===== src/rtl/lstm_gate_scheduler_if.sv =====
// ----------------------------------------------------------------------------
// lstm_gate_scheduler_if : handshake bundle between the LSTM gate scheduler
// and its MAC / activation units.  Revision 1.0
// ----------------------------------------------------------------------------
`default_nettype none

interface lstm_gate_scheduler_if;
  logic       start;
  logic       mac_ack;
  logic       act_ack;
  logic       mac_clr;
  logic       mac_req;
  logic [3:0] in_idx;
  logic [1:0] gate_sel;
  logic [3:0] neuron_idx;
  logic       act_req;
  logic       busy;
  logic       done;

  modport master (
    input  start, mac_ack, act_ack,
    output mac_clr, mac_req, in_idx, gate_sel, neuron_idx, act_req, busy, done
  );

  modport slave (
    output start, mac_ack, act_ack,
    input  mac_clr, mac_req, in_idx, gate_sel, neuron_idx, act_req, busy, done
  );
endinterface

`default_nettype wire


===== src/rtl/lstm_gate_scheduler.sv =====
// ----------------------------------------------------------------------------
// lstm_gate_scheduler : sequences MAC and activation work over 4 gates and
// N_NEURON neurons for one LSTM layer pass.  Revision 1.0
// ----------------------------------------------------------------------------
`default_nettype none

module lstm_gate_scheduler #(
  parameter int N_IN     = 9,
  parameter int N_NEURON = 4
) (
  input  wire logic              clk,
  input  wire logic              rst,
  lstm_gate_scheduler_if.master  bus
);

  localparam logic [3:0] c_IN_LAST     = 4'(N_IN - 1);
  localparam logic [3:0] c_NEURON_LAST = 4'(N_NEURON - 1);
  localparam logic [1:0] c_GATE_LAST   = 2'd3;

  typedef enum logic [2:0] {
    S_IDLE = 3'd0,
    S_CLR  = 3'd1,
    S_MAC  = 3'd2,
    S_ACT  = 3'd3,
    S_DONE = 3'd4
  } state_t;

  state_t     r_state;
  logic [3:0] r_in_idx;
  logic [1:0] r_gate_sel;
  logic [3:0] r_neuron_idx;

  // All state moves on the falling edge; reset is asynchronous.
  always_ff @(negedge clk or posedge rst) begin
    if (rst) begin
      r_state      <= S_IDLE;
      r_in_idx     <= 4'd0;
      r_gate_sel   <= 2'd0;
      r_neuron_idx <= 4'd0;
    end else begin
      case (r_state)
        S_IDLE: begin
          if (bus.start) begin
            r_state      <= S_CLR;
            r_in_idx     <= 4'd0;
            r_gate_sel   <= 2'd0;
            r_neuron_idx <= 4'd0;
          end
        end
        S_CLR: begin
          r_state <= S_MAC;
        end
        S_MAC: begin
          if (bus.mac_ack) begin
            if (r_in_idx == c_IN_LAST) begin
              r_in_idx <= 4'd0;
              r_state  <= S_ACT;
            end else begin
              r_in_idx <= r_in_idx + 4'd1;
            end
          end
        end
        S_ACT: begin
          if (bus.act_ack) begin
            if (r_gate_sel != c_GATE_LAST) begin
              r_gate_sel <= r_gate_sel + 2'd1;
              r_state    <= S_CLR;
            end else begin
              r_gate_sel <= 2'd0;
              if (r_neuron_idx == c_NEURON_LAST) begin
                r_state <= S_DONE;
              end else begin
                r_neuron_idx <= r_neuron_idx + 4'd1;
                r_state      <= S_CLR;
              end
            end
          end
        end
        S_DONE: begin
          r_neuron_idx <= 4'd0;
          r_state      <= S_IDLE;
        end
        default: begin
          r_state <= S_IDLE;
        end
      endcase
    end
  end

  // Strobes are pure decodes of the state register, so no input reaches an output.
  assign bus.mac_clr    = (r_state == S_CLR);
  assign bus.mac_req    = (r_state == S_MAC);
  assign bus.act_req    = (r_state == S_ACT);
  assign bus.done       = (r_state == S_DONE);
  assign bus.busy       = (r_state == S_CLR) || (r_state == S_MAC) || (r_state == S_ACT);
  assign bus.in_idx     = r_in_idx;
  assign bus.gate_sel   = r_gate_sel;
  assign bus.neuron_idx = r_neuron_idx;

endmodule

`default_nettype wire

===== src/flat_wrapper.sv =====
// flat-port wrapper written by rule: the top's interface ports become plain ports
module lstm_gate_scheduler_flat 
#(
  parameter int N_IN     = 9,
  parameter int N_NEURON = 4
)
  (clk, rst, bus_start, bus_mac_ack, bus_act_ack, bus_mac_clr, bus_mac_req, bus_in_idx, bus_gate_sel, bus_neuron_idx, bus_act_req, bus_busy, bus_done);
  lstm_gate_scheduler_if bus_i ();
  input  wire logic clk;
  input  wire logic rst;
  input wire logic [$bits(bus_i.start)-1:0] bus_start;
  input wire logic [$bits(bus_i.mac_ack)-1:0] bus_mac_ack;
  input wire logic [$bits(bus_i.act_ack)-1:0] bus_act_ack;
  output wire logic [$bits(bus_i.mac_clr)-1:0] bus_mac_clr;
  output wire logic [$bits(bus_i.mac_req)-1:0] bus_mac_req;
  output wire logic [$bits(bus_i.in_idx)-1:0] bus_in_idx;
  output wire logic [$bits(bus_i.gate_sel)-1:0] bus_gate_sel;
  output wire logic [$bits(bus_i.neuron_idx)-1:0] bus_neuron_idx;
  output wire logic [$bits(bus_i.act_req)-1:0] bus_act_req;
  output wire logic [$bits(bus_i.busy)-1:0] bus_busy;
  output wire logic [$bits(bus_i.done)-1:0] bus_done;
  assign bus_i.start = bus_start;
  assign bus_i.mac_ack = bus_mac_ack;
  assign bus_i.act_ack = bus_act_ack;
  assign bus_mac_clr = bus_i.mac_clr;
  assign bus_mac_req = bus_i.mac_req;
  assign bus_in_idx = bus_i.in_idx;
  assign bus_gate_sel = bus_i.gate_sel;
  assign bus_neuron_idx = bus_i.neuron_idx;
  assign bus_act_req = bus_i.act_req;
  assign bus_busy = bus_i.busy;
  assign bus_done = bus_i.done;
  lstm_gate_scheduler #(.N_IN(N_IN), .N_NEURON(N_NEURON)) u_core (.clk(clk), .rst(rst), .bus(bus_i));
endmodule

===== config.mk =====
export PLATFORM = sky130hd
export DESIGN_NAME = lstm_gate_scheduler_flat
export DESIGN_NICKNAME = d
export VERILOG_FILES = /design/src/rtl/lstm_gate_scheduler_if.sv /design/src/rtl/lstm_gate_scheduler.sv /design/src/flat_wrapper.sv
export SDC_FILE = /design/constraint.sdc
export NUM_CORES = 1
export LEC_CHECK = 0
export ABC_AREA = 1
export ABC_CLOCK_PERIOD_IN_PS = 1700
export CAP_MARGIN = 30
export CORE_ASPECT_RATIO = 1.2
export CORE_MARGIN = 5
export CORE_UTILIZATION = 49
export DETAILED_ROUTE_END_ITERATION = 6
export PLACE_DENSITY = 0.83
export SLEW_MARGIN = 40
export SYNTH_ARGS = -nofsm -noshare
export SYNTH_HDL_FRONTEND = slang
export SYNTH_SLANG_ARGS = --single-unit

===== constraint.sdc =====
create_clock -name clk -period 1.7 [get_ports clk]
set_input_delay 0.34 -clock clk [delete_from_list [all_inputs] [get_ports clk]]
set_output_delay 0.34 -clock clk [all_outputs]
set_load 0.005 [all_outputs]

==> qor.csv <==
stage;metric;value;unit
floorplanning;Core ar.;1810;µm²
floorplanning;die area;2820;µm²
setup_path;WP buf/inv;3;
setup_path;Worst Setup End Kind;primary output;
worst_hold_path;Hold Path Origin;u_core.bus.gate_sel[1];
flow_run;MaxCap Viol Count;0;
final_layout;antenna cells;0;
setup_path;Worst Setup Start Kind;flop;
synthesis;Mapped Area;907;µm²
setup_path;R2R Setup Slk;0.09;ns
synthesis;leading area contributor after synthesis;dfrtn_1;
setup_path;crit path kind;flop to primary output;
grt;GRT Total Usage;0.225;
pwr;Power, Total;2.13;mW
sta;final setup margin;-0.726;ns
worst_hold_path;Hold WC Path Type;flop to flop;
grt;first-pass GRT wire length;5030;µm
floorplanning;Initial Util;0.502;
synthesis;Synth area leaders;dfrtn_1, nand2_1, nand3_1;
sta;Fin Setup TNS;-6.33;ns
placement;routability-driven placement congestion ratio;0.855;
placement;PortBufs;19;
final_layout;Layout Nets;185;
clocking;Clk Latency, worst-skew pair;0.28;ns
final_layout;most frequent cells in the layout;nand2_1, buf_4, buf_2;
setup_path;CP delay by family, top;flip-flops;
pwr;VDD IR max;0.00101;V
worst_hold_path;hold depth;3;
grt;antenna violations before repair;0;
run_status;failing checks;negative setup slack;
final_layout;Post-Layout Cell Count;194;
sta;relative slew slack;0.743;
setup_path;reg2reg end;u_core.bus.neuron_idx[2];
setup_path;most used cell along the critical path;buf_6;
grt;largest net degree at the start of global routing;14;
placement;Placed Area;1310;µm²
sta;RSZ-0062 raised after global routing;yes;
drt;Post-Route WL;2850;µm
clocking;clk slew on worst S/H paths;0.06;ns
final_layout;most common cell after layout, fill and taps aside;nand2_1;
sta;max-slew violation count;0;
placement;post-DP HPWL;1850;µm
pwr;Power Dens Cells;1510;nW/µm²
worst_hold_path;Hold Path Sink;u_core.bus.gate_sel[1];
sta;Fin. Hold Viols;0;
pwr;LEAKAGE;0.765;nW
setup_path;max incr delay on CP;0.49;ns
floorplanning;Die Ht;57.1;µm
clocking;CTS buffer count;3;
grt;grt ovf;0;
synthesis;synthesis-stage register bit count;13;
sta;hold_ws;0.525;ns
final_layout;Area Growth Syn to Fin;55.9;%
drt;Avg WL per Cell;14.7;µm
synthesis;share of Yosys cell area claimed by the top area cell type;0.359;
run_status;outcome;finished, violations left;
floorplanning;row count;17;
clocking;CTS Hold Bufs;0;
setup_path;CP Max Fanout;4;
final_layout;final core occ;0.782;
drt;Starting DRT DRC Count;21;
drt;via/cell ratio;5.29;
sta;measured slew at the worst slew-check pin;0.383;ns
synthesis;Post-Syn Instances;118;
clocking;CTS tree;yes;
clocking;H-tree depth;1;
synthesis;Post-Syn Nets;127;
drt;# DRC;0;
synthesis;Ys Warns;0;
setup_path;reg-to-reg startpoint;u_core.r_state[1];
grt;vias in the first global route;1107;
setup_path;Worst Path Arrival;2.09;ns
final_layout;layout cells sized above 1;0.457;
sta;final setup fails;15;
placement;DP Cell Count;177;
synthesis;Synth Area per Inst;7.69;µm²
setup_path;crit-path cells;buf_6 -> buf_6 -> nand2_4 -> nor2_8 -> buf_6;
setup_path;critical path required time;1.36;ns
floorplanning;num ports;20;
final_layout;post-route cell area;1410;µm²
synthesis;Yosys cell types;26;
clocking;buffer depth of the longest clock path;2;
placement;setup slack at placement;-0.788;ns
floorplanning;chip width;49.3;µm
drt;detailed-router iteration count before antenna repair;4;
setup_path;slowest stage cell, crit path;dfrtn_1;
clocking;clock sink total;13;
sta;clk_skew;0.00322;ns
drt;via count;1026;
clocking;Root Buffer;clkbuf_4;
setup_path;Worst Reg-to-Reg Cells;10;
drt;Antenna Nets Post-Route;0;
synthesis;Seq/Total Area, Yosys;0.359;
logic make-up (layout without fill, tap and decap cells):
kind of cell               after synthesis  in the layout  share of synthesized area
xor gates and xnor gates                 1              1                    0.00966
AOI/OAI and AO/OA                       12             12                     0.0800
and+or+nand+nor                         70             70                      0.408
buffers and inverters                   18             75                     0.0883
DFF                                     13             13                      0.359
adders and majority gates                4              4                     0.0552
final cells by class:
| cell class | count | area, µm² |
|---|---|---|
| flip-flops and latches | 13 | 325 |
| multi-input cells | 87 | 527 |
| fillers | 130 | 394 |
| inverters | 17 | 83.8 |
| clock buffers | 4 | 26.3 |
| well taps | 19 | 23.8 |
| repair buffers | 54 | 428 |
synthesized netlist by cell type, drive strengths merged:
cell type,instances
nand2,32
nor2,18
inv,17
nand3,15
dfrtn,13
o21ai,9
ha,4
nand4,2
nor3,2
a21oi,1
buf,1
o211ai,1
o21bai,1
or2,1
xnor2,1
flip-flops by register name, indices dropped and copies added (netlist names):
name                   flops
u_core.bus.neuron_idx      4
u_core.bus.gate_sel        2
u_core.bus.in_idx          4
u_core.r_state             3
where the power goes:
part	internal, mW	switching, mW
combinational	0.722	0.785
sequential	0.377	0.0491
clock	0.0908	0.105
total	1.19	0.939
worst min-delay path, delay by kind of cell, from the launching register on:
| family | cells | cell delay (ns) |
|---|---|---|
| flip-flops | 1 | 0.40 |
| AND/OR/NAND/NOR | 2 | 0.10 |
| buffers and inverters | 1 | 0.11 |
worst max path at each step:
stage	slack (ns)	startpoint	depth (start not counted)	end
2_1_floorplan	-0.30	u_core.r_state[2]	3	bus_mac_req
3_3_place_gp	-0.75	u_core.r_state[1]	3	bus_act_req
3_5_place_dp	-0.79	u_core.r_state[1]	3	bus_act_req
4_1_cts	-0.70	u_core.r_state[1]	5	bus_act_req
5_1_grt	-0.78	u_core.r_state[1]	5	bus_act_req
6_report	-0.73	u_core.r_state[1]	5	bus_act_req
routing by layer:
metal / vias to the layer above / wire [µm] / part of all wire / global-route usage
met3: 6 / 177 / 0.062 / 0.0339
met2: 47 / 1580 / 0.55 / 0.424
li1: 492 / - / - / -
met5: - / 0 / 0 / 0
met1: 481 / 1050 / 0.37 / 0.250
met4: 0 / 42 / 0.015 / 0.0808
repair_timing:
action	4_1_cts	5_1_grt
resized for setup	85	6
setup endpoints to repair	28	21
endpoints found under the hold margin	0	0
buffers inserted	12	2
pin swaps	12	5
Note: power is estimated with default switching activity, not from simulation.
